===== config.mk =====
export PLATFORM = sky130hd
export DESIGN_NAME = seg_scan_ctrl
export DESIGN_NICKNAME = d
export VERILOG_FILES = /design/src/rtl/seg_scan_ctrl.sv
export SDC_FILE = /design/constraint.sdc
export NUM_CORES = 1
export LEC_CHECK = 0
export ABC_AREA = 1
export CORE_ASPECT_RATIO = 2
export CORE_UTILIZATION = 50
export DETAILED_ROUTE_END_ITERATION = 6
export PLACE_DENSITY_LB_ADDON = 0.2
export SLEW_MARGIN = 20
export SYNTH_ARGS = -nofsm -noshare
export SYNTH_HDL_FRONTEND = slang
export SYNTH_SLANG_ARGS = --single-unit

===== constraint.sdc =====
create_clock -name clk -period 1.66 [get_ports clk]
set_input_delay 0.166 -clock clk [delete_from_list [all_inputs] [get_ports clk]]
set_output_delay 0.166 -clock clk [all_outputs]
set_load 0.02 [all_outputs]

===== src/rtl/seg_scan_ctrl.sv =====
// Eight-digit multiplexed 7-segment scanner with a double-buffered frame and dead-time blanking.
// Optional blinking of masked digits is compiled in with SEG_SCAN_BLINK_EN.
module seg_scan_ctrl #(
  parameter int unsigned SCAN_DIV     = 12500,
  parameter int unsigned DEAD_CYC     = 64,
  parameter int unsigned BLINK_FRAMES = 500
) (
  input  logic        clk,
  input  logic        rst,
  input  logic        frame_valid,
  output logic        frame_ready,
  input  logic [31:0] frame_code,
  input  logic [7:0]  frame_en,
  input  logic [7:0]  frame_dp,
  input  logic [7:0]  blink_mask,
  output logic [7:0]  an,
  output logic [6:0]  seg,
  output logic        dp,
  output logic        frame_done
);

  localparam int unsigned PW = 16;
  localparam int unsigned DW = 3;

  typedef enum logic {BLANK = 1'b0, DRIVE = 1'b1} state_t;

  typedef struct packed {
    logic [31:0] code;
    logic [7:0]  en;
    logic [7:0]  dp;
  } frame_t;

  state_t        state, state_nxt;
  logic [PW-1:0] presc;
  logic [DW-1:0] digit;
  frame_t        shadow, active;
  logic          shadow_full;
  logic          wrap, frame_wrap, pre_frame_wrap;
  logic          suppress;
  logic [3:0]    code_cur;
  logic [7:0]    an_d;
  logic [6:0]    seg_d;
  logic          dp_d;

  function automatic logic [6:0] hex7(input logic [3:0] v);
    case (v)
      4'h0: hex7 = 7'h40;  4'h1: hex7 = 7'h79;  4'h2: hex7 = 7'h24;  4'h3: hex7 = 7'h30;
      4'h4: hex7 = 7'h19;  4'h5: hex7 = 7'h12;  4'h6: hex7 = 7'h02;  4'h7: hex7 = 7'h78;
      4'h8: hex7 = 7'h00;  4'h9: hex7 = 7'h10;  4'hA: hex7 = 7'h08;  4'hB: hex7 = 7'h03;
      4'hC: hex7 = 7'h46;  4'hD: hex7 = 7'h21;  4'hE: hex7 = 7'h06;  default: hex7 = 7'h0E;
    endcase
  endfunction

  assign wrap           = (presc == PW'(SCAN_DIV - 1));
  assign frame_wrap     = wrap && (digit == DW'(7));
  assign pre_frame_wrap = (presc == PW'(SCAN_DIV - 2)) && (digit == DW'(7));
  assign frame_ready    = ~shadow_full;

  // Slot state, prescaler and digit index advance together
  always_ff @(posedge clk) begin
    if (rst) begin
      state <= BLANK;
      presc <= '0;
      digit <= '0;
    end else begin
      state <= state_nxt;
      presc <= wrap ? '0 : presc + PW'(1);
      if (wrap) digit <= digit + DW'(1);
    end
  end

  always_comb begin
    state_nxt = state;
    if (wrap)
      state_nxt = BLANK;
    else if (presc == PW'(DEAD_CYC - 1))
      state_nxt = DRIVE;
  end

  always_comb begin
    an_d     = 8'hFF;
    seg_d    = 7'h7F;
    dp_d     = 1'b1;
    code_cur = active.code[{digit, 2'b00} +: 4];
    if (state == DRIVE) begin
      seg_d = hex7(code_cur);
      dp_d  = ~active.dp[digit];
      if (active.en[digit] && !suppress)
        an_d = ~(8'h01 << digit);
    end
  end

  // frame_done is set one cycle early so it is high during the wrap cycle itself
  always_ff @(posedge clk) begin
    if (rst) begin
      an         <= 8'hFF;
      seg        <= 7'h7F;
      dp         <= 1'b1;
      frame_done <= 1'b0;
    end else begin
      an         <= an_d;
      seg        <= seg_d;
      dp         <= dp_d;
      frame_done <= pre_frame_wrap;
    end
  end

  // Transfer needs a full shadow and capture an empty one, so they never coincide
  always_ff @(posedge clk) begin
    if (rst) begin
      shadow      <= '0;
      active      <= '0;
      shadow_full <= 1'b0;
    end else if (frame_wrap && shadow_full) begin
      active      <= shadow;
      shadow_full <= 1'b0;
    end else if (frame_valid && !shadow_full) begin
      shadow      <= {frame_code, frame_en, frame_dp};
      shadow_full <= 1'b1;
    end
  end

`ifdef SEG_SCAN_BLINK_EN
  logic [PW-1:0] blink_cnt;
  logic          blink_on;

  always_ff @(posedge clk) begin
    if (rst) begin
      blink_cnt <= '0;
      blink_on  <= 1'b1;
    end else if (frame_wrap) begin
      if (blink_cnt == PW'(BLINK_FRAMES - 1)) begin
        blink_cnt <= '0;
        blink_on  <= ~blink_on;
      end else begin
        blink_cnt <= blink_cnt + PW'(1);
      end
    end
  end

  assign suppress = blink_mask[digit] & ~blink_on;
`else
  logic unused_blink;
  assign unused_blink = ^{blink_mask, PW'(BLINK_FRAMES)};
  assign suppress     = 1'b0;
`endif

endmodule


# Yosys cells after proc, flatten, opt, wreduce, memory -nomap -nowiden
# Memories as Yosys holds them, arrays and structs flattened. A register that Yosys moved wholly into a read port is not among the register bits.
# Cells that the tools add are included.
# W data, S select, Z words.
totals:
  mem_count: 1
  mem_bits_ro: 112
  reg_bits: 127
classes:
  magnitude_cmp: 1
  shifts: 2
  n_bitwise: 6
  muxes: 4
  n_addsub: 2
  reduce_logical: 10
  eq_ne: 4
mem_list:
  columns: ["name", "depth", "width", "rd", "rd_ports_with_merged_regs", "wr", "line_no", "source"]
  rows:
  - ["(name not given)", 16, 7, 1, 1, 0, "46", "case (v)"]
op_table:
  columns: ["operator", "n"]
  rows:
  - ["$eq A16 B14 Y1 const B", 2]
  - ["$shiftx A32 B6 Y4", 1]
  - ["$add A16 B1 Y16 const B", 1]
  - ["$eq A16 B6 Y1 const B", 1]
  - ["$not A8 Y8", 1]
  - ["$shl A1 B3 Y8 const A", 1]
  - ["$bmux W1 S3", 2]
  - ["$reduce_or A2 Y1", 3]
  - ["$not A1 Y1", 5]
  - ["$logic_and A1 B1 Y1", 4]
  - ["$lt A3 B4 Y1 const B", 1]
  - ["$add A3 B1 Y3 const B", 1]
  - ["$eq A3 B3 Y1 const B", 1]
  - ["$reduce_or A3 Y1", 1]
  - ["$mux W1", 2]
  - ["$reduce_and A2 Y1", 1]
  - ["$logic_not A1 Y1", 1]

# Depth between registers and ports, before layout
depth:
  depth_word: 5
  depth_mapped: 12
  depth_no_buf: 11

# Worst setup path after synthesis
# No wires, ideal clock.
synth_timing:
  path_type: "register to register"
  startpoint: "reg digit[1]"
  endpoint: "reg seg[5]"
  stages_incl_launch_ff: 13
  synth_period_minus_slack_ns: 1.626
  required_time_ns: 1.536
  slack_ns: 0.034
  arrival_ns: 1.502
  cell_sequence: "dfxtp_1 > buf_2 > inv_1 > buf_4 > nand3_1 > nand3_1 > nand2_1 > inv_1 > ha_1 > nand3_1 > nand2_1 > nand2_1 > nand3_1"
synth_between:
  elab_chain_cells: 1
synth_lines:
  columns: ["element", "line_no", "source"]
  rows:
  - ["from (decl)", "35", "logic [DW-1:0] digit;"]
  - ["from (signal assigned)", "68", "if (wrap) digit <= digit + DW'(1);"]
  - ["$shiftx A32 B6 Y4", "84", "code_cur = active.code[{digit, 2'b00} +: 4];"]
  - ["to (decl)", "17", "output logic [6:0] seg,"]
# No other way between the ends.
# A chain may end at the register's enable or synchronous reset.

# Worst setup path in the final report
layout_timing:
  startpoint: "reg digit[0]"
  endpoint: "reg seg[3]"
# Same word-level chain as after synthesis.

==> results.rst <==
.. list-table::
   :header-rows: 1

   * - Metric
     - Value
   * - Clock Tree Buf Depth
     - 2
   * - Netlist area before placement
     - 5810 um^2
   * - Number of top-level design ports
     - 77
   * - Layout net count
     - 1008
   * - Post-synth cell types
     - 32
   * - Slew at the pin with the worst max-slew slack
     - 0.311 ns
   * - Antenna diode count
     - 0
   * - Post-route antenna net violation count
     - 0
   * - Pleak
     - 3.62 nW
   * - Overflow left after global routing
     - 0
   * - Maximum number of pins on one net before global-route repair
     - 61
   * - Post-cts hold buffer count
     - 0
   * - Average instance area after synthesis
     - 6.90 um^2
   * - Endpoint of the worst hold path
     - shadow[29]$_SDFFE_PP0P_
   * - Max Freq
     - 592 MHz
   * - Launching element type of the critical path
     - register
   * - Reg2Reg Setup Slack
     - -0.03 ns
   * - Total negative slack for setup checks
     - -0.0367 ns
   * - Relative slew slack
     - 79.2%
   * - Routed via count
     - 5653
   * - Vias in the first global route
     - 5355
   * - Routability-driven placement congestion ratio
     - 0.954
   * - Number of clock sinks
     - 134
   * - Master cell of the clock root buffer
     - sky130_fd_sc_hd__clkbuf_16
   * - Post-synth net total
     - 914
   * - Number of max-slew violations in the final report
     - 0
   * - R2R cell count
     - 9
   * - Global-route wire length before repair
     - 23100 um
   * - Final critical path time including I/O delays and setup
     - 1.69 ns
   * - Critical Path Fanout Max
     - 14
   * - Multi-input combinational cell area
     - 2800 um^2
   * - Y dimension of the die
     - 154 um
   * - Depth of the CTS H-tree
     - 4
   * - Worst Slack Setup Final
     - -0.0293 ns
   * - Yosys synthesis warning count
     - 0
   * - WHS Path Cells
     - 3
   * - Run status
     - finished with violations
   * - Pre-CTS setup slack
     - -0.212 ns
   * - Wire per inst
     - 14.1 um
   * - Clock-pin slew on the worst setup and hold paths
     - 0.05 ns
   * - Number of buffers inserted during clock tree synthesis
     - 17
   * - CTS tree
     - built
   * - Core area
     - 11300 um^2
   * - Area occupied by registers
     - 2690 um^2
   * - Count of mapped cells out of synthesis
     - 842
   * - Largest voltage drop on the vdd net
     - 929 uV
   * - Dpl hpwl
     - 9690 um
   * - Worst Setup End Kind
     - register
   * - Hold path start
     - frame_code[13]
   * - Area growth, synth to finish
     - 33.9%
   * - Total routed wirelength
     - 15400 um
   * - Violations in the final reports
     - setup timing
   * - Arrival @ worst endpoint
     - 1.98 ns
   * - Class of the most critical hold timing path
     - in2reg
   * - Critical register-to-register path endpoint
     - seg[3]$_SDFF_PP1_
   * - First drt pass iteration count
     - 5
   * - Number of design-rule violations left by the first detailed-router iteration
     - 210
   * - Later-pin clock latency in the skew report
     - 0.42 ns
   * - Register area share after synthesis
     - 46.2%
   * - Number of I/O port buffers
     - 68
   * - Share of the clock period used by the worst path
     - 102%
   * - Floorplan row count
     - 55
   * - Number of hold-slack violations in the final timing report
     - 0
   * - Endpoints failing setup
     - 2
   * - Required @ worst endpoint
     - 1.95 ns
   * - Synthesis-stage register bit count
     - 134
   * - Power density over cell area
     - 943 nW/um^2
   * - Crit Reg-Reg Startpoint
     - digit[0]$_SDFFE_PP0N_
   * - Chip width
     - 78.2 um
   * - Antenna violations before repair
     - 0
   * - Most common library cell in the layout ignoring fill and taps
     - sky130_fd_sc_hd__nor2_1
   * - Layout filler cell count
     - 935
   * - Type of the worst setup path
     - reg2reg
   * - Post-detailed-route via-to-cell ratio
     - 5.21
   * - Unrepaired setup endpoints after global routing
     - yes
   * - Die ar.
     - 12100 um^2
   * - Most used cells in the layout excluding fill and tap cells
     - sky130_fd_sc_hd__nor2_1, sky130_fd_sc_hd__nand2_1, sky130_fd_sc_hd__dfxtp_1
   * - Overall global routing resource usage
     - 24.1%
   * - Share of layout cells above drive strength 1
     - 14.3%
   * - Starting density of the core
     - 51.5%
   * - Post-route DRC violation count
     - 0
   * - Max-cap violations
     - 0
   * - Clock tree skew after final layout
     - 0.00777 ns
==> state kept, by name, summed over array words and instances, names as in the netlist <==
| register | cells |
|---|---|
| an | 8 |
| frame_done | 1 |
| presc | 16 |
| shadow | 48 |
| shadow_full | 1 |
| state | 1 |
| seg | 7 |
| digit | 3 |
| dp | 1 |
| active | 48 |
==> synth_stat cells (all sizes together) <==
master	count	share of area, %
xor2	4	0.60
nand3	60	5.3
dfxtp	134	46
clkbuf	18	1.2
nor4	1	0.11
o211ai	2	0.26
nand4	9	1.1
ha	13	2.8
or2	2	0.22
nor2	217	14
nand2	188	12
nand3b	1	0.13
a21oi	17	1.5
o211a	1	0.17
buf	24	2.6
o21ai	59	5.1
a31oi	1	0.11
inv	82	5.3
nor3b	1	0.13
clkinv	1	0.065
nor3	7	0.78
==> per-layer routing <==
metal  track usage (%)  share of wire, %  routed length [um]  up-vias
met2              46.3                55                8490      173
li1                  -                 -                   -     2791
met4              10.4               4.2                 641        0
met1              23.8                37                5660     2632
met3              5.49               3.6                 552       57
met5                 0                 0                   0        -
==> report_power, final <==
group / leakage (nW) / switching [W] / total (W) / internal (W)
sequential: 1.09 / 0.0000621 / 0.00338 / 0.00332
clock: 0.268 / 0.00129 / 0.00356 / 0.00227
combinational: 2.26 / 0.000189 / 0.000393 / 0.000203
total: 3.62 / 0.00155 / 0.00734 / 0.00579
==> cell type report <==
cell class | instances | share of cell area (%)
clock buffer | 21 | 6.05
clock inverter | 5 | 0.997
inverter | 83 | 4.07
multi-input combinational | 583 | 36.0
sequential | 134 | 34.6
tap | 142 | 2.28
timing repair buffer | 117 | 16.0
==> cells by family (layout without fill, tap and decap cells) <==
kind of cell,Yosys count,after routing,share of synthesized area [%]
simple gates,486,486,34.2
flops,134,134,46.2
buf+inv,125,226,9.11
compound gates,80,80,7.09
fa+ha+maj,13,13,2.80
xor+xnor,4,4,0.603
==> through the flow <==
stage / total power (W) / cells / hold WS, ns / util, % / instance area [um^2]
6_report: 0.00734 / 1085 / 0.368 / 68.9 / 7780
5_1_grt: 0.00755 / 1085 / 0.394 / 68.9 / 7780
4_1_cts: 0.00736 / 1073 / 0.366 / 65.4 / 7380
3_5_place_dp: 0.00384 / 1046 / 0.470 / 60.3 / 6800
3_3_place_gp: 0.00382 / 1046 / 0.446 / 60.3 / 6800
2_1_floorplan: 0.00363 / 842 / 0.235 / - / 5810
==> worst max-delay path, cell delays in order, from the launching register on <==
cell,delay [ns]
sky130_fd_sc_hd__dfxtp_4,0.43
sky130_fd_sc_hd__inv_4,0.10
sky130_fd_sc_hd__nand2_1,0.07
sky130_fd_sc_hd__nand3_1,0.09
sky130_fd_sc_hd__nand3_1,0.14
sky130_fd_sc_hd__nand2_2,0.13
sky130_fd_sc_hd__ha_4,0.30
sky130_fd_sc_hd__nand3_1,0.12
sky130_fd_sc_hd__nand3_2,0.10
sky130_fd_sc_hd__nand3_1,0.08
==> worst max-delay path by stage <==
stage,startpoint,to
global placement,digit[0]$_SDFFE_PP0N_,seg[5]$_SDFF_PP1_
floorplan,digit[1]$_SDFFE_PP0N_,seg[5]$_SDFF_PP1_
global route,digit[0]$_SDFFE_PP0N_,seg[3]$_SDFF_PP1_
CTS,digit[0]$_SDFFE_PP0N_,seg[3]$_SDFF_PP1_
detailed placement,digit[0]$_SDFFE_PP0N_,seg[3]$_SDFF_PP1_
finish,digit[0]$_SDFFE_PP0N_,seg[3]$_SDFF_PP1_
==> what timing repair did <==
action,in CTS,in global routing
resized for setup,8,51
pin swaps,1,11
buffers inserted,1,5
endpoints found under the setup margin,62,74
endpoints found under the hold margin,0,0
cloned,0,7
No activity file was read; power rests on OpenSTA's default activity.
==> patch 1: new RTL, same flow settings <==
`DW`: 3 -> 6.
--- a/src/rtl/seg_scan_ctrl.sv
+++ b/src/rtl/seg_scan_ctrl.sv
@@ -20,7 +20,7 @@
 );
 
   localparam int unsigned PW = 16;
-  localparam int unsigned DW = 3;
+  localparam int unsigned DW = 6;
 
   typedef enum logic {BLANK = 1'b0, DRIVE = 1'b1} state_t;
 
Function: same outputs for any inputs over 10 cycles, from zero or initial values and one cycle with rst high; that may be too few to reach the edited logic, so the function may still have changed.
==> patch 1 against the unedited design <==
The run still ends with setup timing left. Sequential cell count rose by 3. Area after synthesis rose by 2.1%. Wire length fell by 2.7%. Core utilization rose by 1.1 points. Cell area rose by 2.8%. Clock power rose by 4%. Total power rose by 2.7%. Worst setup slack got worse by 0.067 ns. Non-clock buffer count rose by 18. Largest power group unchanged.
==> patch 1: results (changes against the unedited design) <==
largest net degree at the start of global routing 57 (-6.6%); total routing resource utilization after global routing 0.248 (+0.00783); Fin Hold WS 0.331 ns (-0.0366 ns); start point of the worst min-delay path frame_code[7]; H-Tree Depth 4 (unchanged); via count of the first global-routing pass 5,557 (+3.8%); Primary FF master, synth sky130_fd_sc_hd__dfxtp_1; buffer depth of the longest clock path 2 (unchanged); class of the most critical hold timing path input port to flip-flop; critical path arrival 2.06 ns (+0.08 ns); failing checks setup timing; detailed placer's ending HPWL 9.90 mm (+2.2%); first-pass GRT wire length 24.1 mm (+4.5%); leakage 3.74 nW (+3.4%); relative slew slack 0.786 (-0.00634); worst slack, placed -0.272 ns (-0.0605 ns); number of port buffers 68 (unchanged); min setup slack post-route -0.0961 ns (-0.0669 ns); worst-case vdd ir drop 0.873 mV (-6.0%); weighted congestion reported at the end of routability-driven placement 0.857 (-10%); number of antenna violations at the first check in global routing 0 (unchanged); largest registers active (48), shadow (48), presc (16); R2R cell count 11 (+2); clock-pin transition on the worst setup and hold timing paths 0.06 ns; final worst clock skew 0.00609 ns (-0.00168 ns); number of DRC markers in iteration 0 269 (+28%); family with the most delay on the worst path simple AND/OR/NAND/NOR gates; fraction of layout cells with a size suffix above 1 0.148 (+0.00506); Worst Path Max Fanout 6 (-8); run status finished with violations; launching element of the worst setup path digit[0]; synth unique cells 32 (unchanged); share of the yosys chip area belonging to registers 0.463 (+0.000773); count of final max-slew check failures 0 (unchanged); aggregate routed wire length 14.9 mm (-2.7%); clk_lat worst skew 0.42 ns (about the same); number of failing setup endpoints in the final timing report 29 (+27); cell at the slowest stage of the critical path sky130_fd_sc_hd__dfxtp_4; commonest cells in the netlist sky130_fd_sc_hd__nor2_1 (228), sky130_fd_sc_hd__nand2_1 (183), sky130_fd_sc_hd__dfxtp_1 (137); net total in the final layout 1,040 (+3.2%); Async SR Flop Fraction 0 (unchanged); largest cells by area after synthesis sky130_fd_sc_hd__dfxtp_1 (46%), sky130_fd_sc_hd__nor2_1 (14%), sky130_fd_sc_hd__nand2_1 (12%); via count normalized by instance count 5.06 (-2.9%); number of enable flip-flop cells after synthesis 0 (unchanged); yosys warns 0 (unchanged); endpoint of the worst setup timing path seg[3]; Crit path largest cell delay 0.37 ns (-0.06 ns); count of inserted antenna diode cells 0 (unchanged); net count after synthesis 929 (+1.6%); clock buffer count from CTS 17 (unchanged); DRT Pass-1 Iters 4 (-1); CTS root buffer sky130_fd_sc_hd__clkbuf_16
==> patch 1: worst reg2reg max path: stages (launching register included) <==
cell                       delay, ns
sky130_fd_sc_hd__dfxtp_4        0.37
sky130_fd_sc_hd__buf_6          0.14
sky130_fd_sc_hd__o211ai_1       0.19
sky130_fd_sc_hd__nand3_1        0.14
sky130_fd_sc_hd__nand3_2        0.13
sky130_fd_sc_hd__inv_2          0.08
sky130_fd_sc_hd__buf_4          0.13
sky130_fd_sc_hd__ha_1           0.20
sky130_fd_sc_hd__nand2_1        0.07
sky130_fd_sc_hd__nand2_1        0.07
sky130_fd_sc_hd__nand2_1        0.07
sky130_fd_sc_hd__nand3_1        0.06
==> patch 1: metrics by stage <==
| step | TNS [ns] | std cells | area, um2 |
|---|---|---|---|
| floorplan | 0 | 861 | 5990 |
| global placement | -3.23 | 1080 | 7060 |
| detailed placement | -6.18 | 1080 | 7060 |
| CTS | -0.615 | 1120 | 7830 |
| global route | -5.05 | 1127 | 7990 |
| finish | -0.769 | 1127 | 7990 |
==> patch 1: what timing repair did <==
item,CTS,global route
setup endpoints to repair,68,70
cloned,1,1
pin swaps,11,12
setup buffers,8,6
resized for setup,33,26
==> patch 1: logic make-up (layout without fill, tap and decap cells) <==
group	Yosys count	after routing	synth area share
AND/OR/NAND/NOR	489	489	0.336
AO/OA/AOI/OAI	96	96	0.0870
buffers and inverters	125	249	0.0878
flip-flops	137	137	0.463
adder cells (fa/ha/maj)	9	9	0.0190
XOR/XNOR	5	5	0.00739
==> patch 1: final cells by class <==
| class | count | area, um2 |
|---|---|---|
| Sequential cell | 137 | 2750 |
| Clock inverter | 11 | 121 |
| Inverter | 82 | 313 |
| Timing Repair Buffer | 135 | 1320 |
| Multi-Input combinational cell | 599 | 2840 |
| Fill cell | 953 | 3430 |
| Clock buffer | 21 | 470 |
| Tap cell | 142 | 178 |
==> patch 1: worst min path at each step <==
stage / end / depth (start not counted)
after floorplan: digit[0] / 1
after global placement: presc[0] / 1
after detailed placement: presc[15] / 2
after CTS: shadow[36] / 3
after global routing: shadow[28] / 3
final: shadow[23] / 3
==> patch 1: metal layers <==
layer	GRT usage	vias up	share of wire
met4	0.131	0	0.027
met2	0.467	119	0.57
met1	0.250	2645	0.38
li1	-	2907	-
met3	0.0474	32	0.025
met5	0	-	0
==> patch 1: power by group <==
group          total (mW)  leakage (nW)  internal (mW)  switching [mW]
combinational       0.368          2.33          0.191           0.177
clock                3.72         0.289           2.32            1.40
sequential           3.44          1.12           3.39          0.0551
==> patch 2: new RTL, same settings <==
Without the edit above. Register the output `an` once more, with the module's reset; this adds one clock of latency there. The other outputs are not delayed to match.
--- a/src/rtl/seg_scan_ctrl.sv
+++ b/src/rtl/seg_scan_ctrl.sv
@@ -29,6 +29,8 @@
     logic [7:0]  en;
     logic [7:0]  dp;
   } frame_t;
+
+  logic [7:0] an_s0;
 
   state_t        state, state_nxt;
   logic [PW-1:0] presc;
@@ -93,12 +95,12 @@
   // frame_done is set one cycle early so it is high during the wrap cycle itself
   always_ff @(posedge clk) begin
     if (rst) begin
-      an         <= 8'hFF;
+      an_s0      <= 8'hFF;
       seg        <= 7'h7F;
       dp         <= 1'b1;
       frame_done <= 1'b0;
     end else begin
-      an         <= an_d;
+      an_s0      <= an_d;
       seg        <= seg_d;
       dp         <= dp_d;
       frame_done <= pre_frame_wrap;
@@ -145,5 +147,13 @@
   assign suppress     = 1'b0;
 `endif
 
+  always_ff @(posedge clk) begin
+    if (rst) begin
+      an <= '0;
+    end else begin
+      an <= an_s0;
+    end
+  end
+
 endmodule
 
Formal check against the unedited RTL: not equivalent (Yosys sat finds a counterexample within 4 cycles, from zero or initial values and one cycle with rst high).
==> patch 2 against the unedited design <==
Sequential cell count up 8. Worst setup slack improved by 0.051 ns. Sequential power grew 6%. Count of clock-buffer cells in the layout is 1 lower. Clock power increased by 5.6%. First-iteration DRC count rose by 16%. Wire length shrank 10%. Area after synthesis grew 3.8%. Clock skew about the same. Cell area up 2.6%. Worst hold slack got worse by 0.021 ns. Sequential share of layout area grew 1.1 points. Total power rose by 5.7%. Largest cell class is now registers.
==> patch 2: results (changes against the unedited design) <==
run status complete, no violations; Global Route met1 Usage 0.231 (-0.00699); weighted congestion reported at the end of routability-driven placement 0.852 (-11%); via count normalized by instance count 4.89 (-6.1%); Max Freq 610 MHz (+3.1%); worst hold path depth 3 (unchanged); largest cells by area after synthesis sky130_fd_sc_hd__dfxtp_1 (47%), sky130_fd_sc_hd__nor2_1 (14%), sky130_fd_sc_hd__nand2_1 (11%); share of the yosys chip area belonging to registers 0.472 (+0.00979); commonest cells in the netlist sky130_fd_sc_hd__nor2_1 (223), sky130_fd_sc_hd__nand2_1 (180), sky130_fd_sc_hd__dfxtp_1 (142); net total in the final layout 1,024 (+1.6%); worst slack, placed -0.0374 ns (+0.174 ns); Primary FF master, synth sky130_fd_sc_hd__dfxtp_1; reg-to-reg setup timing slack 0.02 ns (+0.05 ns); worst min-delay path endpoint shadow[14]; transition time at the pin with the least slew margin 0.299 ns (-0.0118 ns); Routed met3 length 453 um (-18%); count of inserted antenna diode cells 0 (unchanged); DR WL/cell 12.4 um (-12%); residual DRC count 0 (unchanged); Worst R2R End seg[3]; net count after synthesis 933 (+2.1%); R2R cell count 10 (+1); average cell area after synthesis 7.00 um2 (+1.5%); number of antenna violations at the first check in global routing 0 (unchanged); area of placed instances 7040 um2 (+3.5%); synth unique cells 32 (unchanged); GRT met3 Usage 0.0487 (-0.00617); critical path arrival 1.95 ns (-0.03 ns); met2 Resource Use GR 0.416 (-0.0469); final worst clock skew 0.00822 ns (+0.000454 ns); DR WL met2 7.51 mm (-12%); largest net degree at the start of global routing 59 (-3.3%); number of DRC markers in iteration 0 243 (+16%); first-pass GRT wire length 21.8 mm (-5.4%); cell at the slowest stage of the critical path sky130_fd_sc_hd__dfxtp_4; worst-case vdd ir drop 0.989 mV (+6.5%); total routing resource utilization after global routing 0.226 (-0.0148); clock-pin transition on the worst setup and hold timing paths 0.06 ns; fraction of layout cells with a size suffix above 1 0.137 (-0.00637); Crit path largest cell delay 0.42 ns; Async SR Flop Fraction 0 (unchanged); DRT Pass-1 Iters 5 (unchanged); start point of the worst min-delay path frame_en[6]; leakage 3.79 nW (+4.8%); via count 5,430 (-3.9%); number of placed cells counting well taps 1,068 (+2.1%); yosys warns 0 (unchanged); Fin Hold WS 0.347 ns (-0.0211 ns); H-Tree Depth 4 (unchanged); met1 wire length 5.43 mm (-4.1%); detailed placer's ending HPWL 8.94 mm (-7.8%); CTS root buffer sky130_fd_sc_hd__clkbuf_16; Worst Path Max Fanout 11 (-3); via count of the first global-routing pass 4,903 (-8.4%)
-- patch 2: cell types whose count changed after synthesis, moves of 3 or more --
cell / delta
sky130_fd_sc_hd__nand2_1: -5
sky130_fd_sc_hd__buf_2: -3
sky130_fd_sc_hd__dfxtp_1: +8
sky130_fd_sc_hd__nor2_1: +9
sky130_fd_sc_hd__clkbuf_1: +4
sky130_fd_sc_hd__inv_1: +5
-- patch 2: report_power, final --
group	total (mW)	internal, mW	switching [mW]
clock network	3.76	2.30	1.46
logic	0.423	0.223	0.200
registers	3.57	3.52	0.0583
total	7.76	6.04	1.72
-- patch 2: timing repair --
action | in CTS | in global routing
cloned | 0 | 4
endpoints found under the setup margin | 10 | 53
gates resized for setup | 10 | 44
buffers inserted | 1 | 5
pin swaps | 1 | 7
-- patch 2: area by class of cell --
cell class                 instances  area, um2
fill                             963       3720
inverter                          87        334
sequential                       142       2850
timing repair buffer             115       1210
clock buffer                      20        457
multi-input combinational        589       2810
clock inverter                    12        134
tap                              145        181
-- patch 2: how the worst max path moves through the flow --
stage | startpoint | to | cells past startpoint
6_report | digit[0] | seg[3] | 10
3_3_place_gp | digit[0] | seg[6] | 11
4_1_cts | digit[0] | seg[6] | 11
5_1_grt | digit[0] | seg[0] | 11
3_5_place_dp | digit[1] | seg[1] | 9
2_1_floorplan | digit[0] | seg[5] | 13
-- patch 2: cells by family (layout without fill, tap and decap cells) --
| logic type | Yosys count | count (layout) | share of synthesized area |
|---|---|---|---|
| buf+inv | 130 | 234 | 0.0920 |
| compound gates | 81 | 81 | 0.0702 |
| fa+ha+maj | 13 | 13 | 0.0270 |
| simple gates | 491 | 491 | 0.333 |
| xor+xnor | 4 | 4 | 0.00581 |
| flops | 142 | 142 | 0.472 |
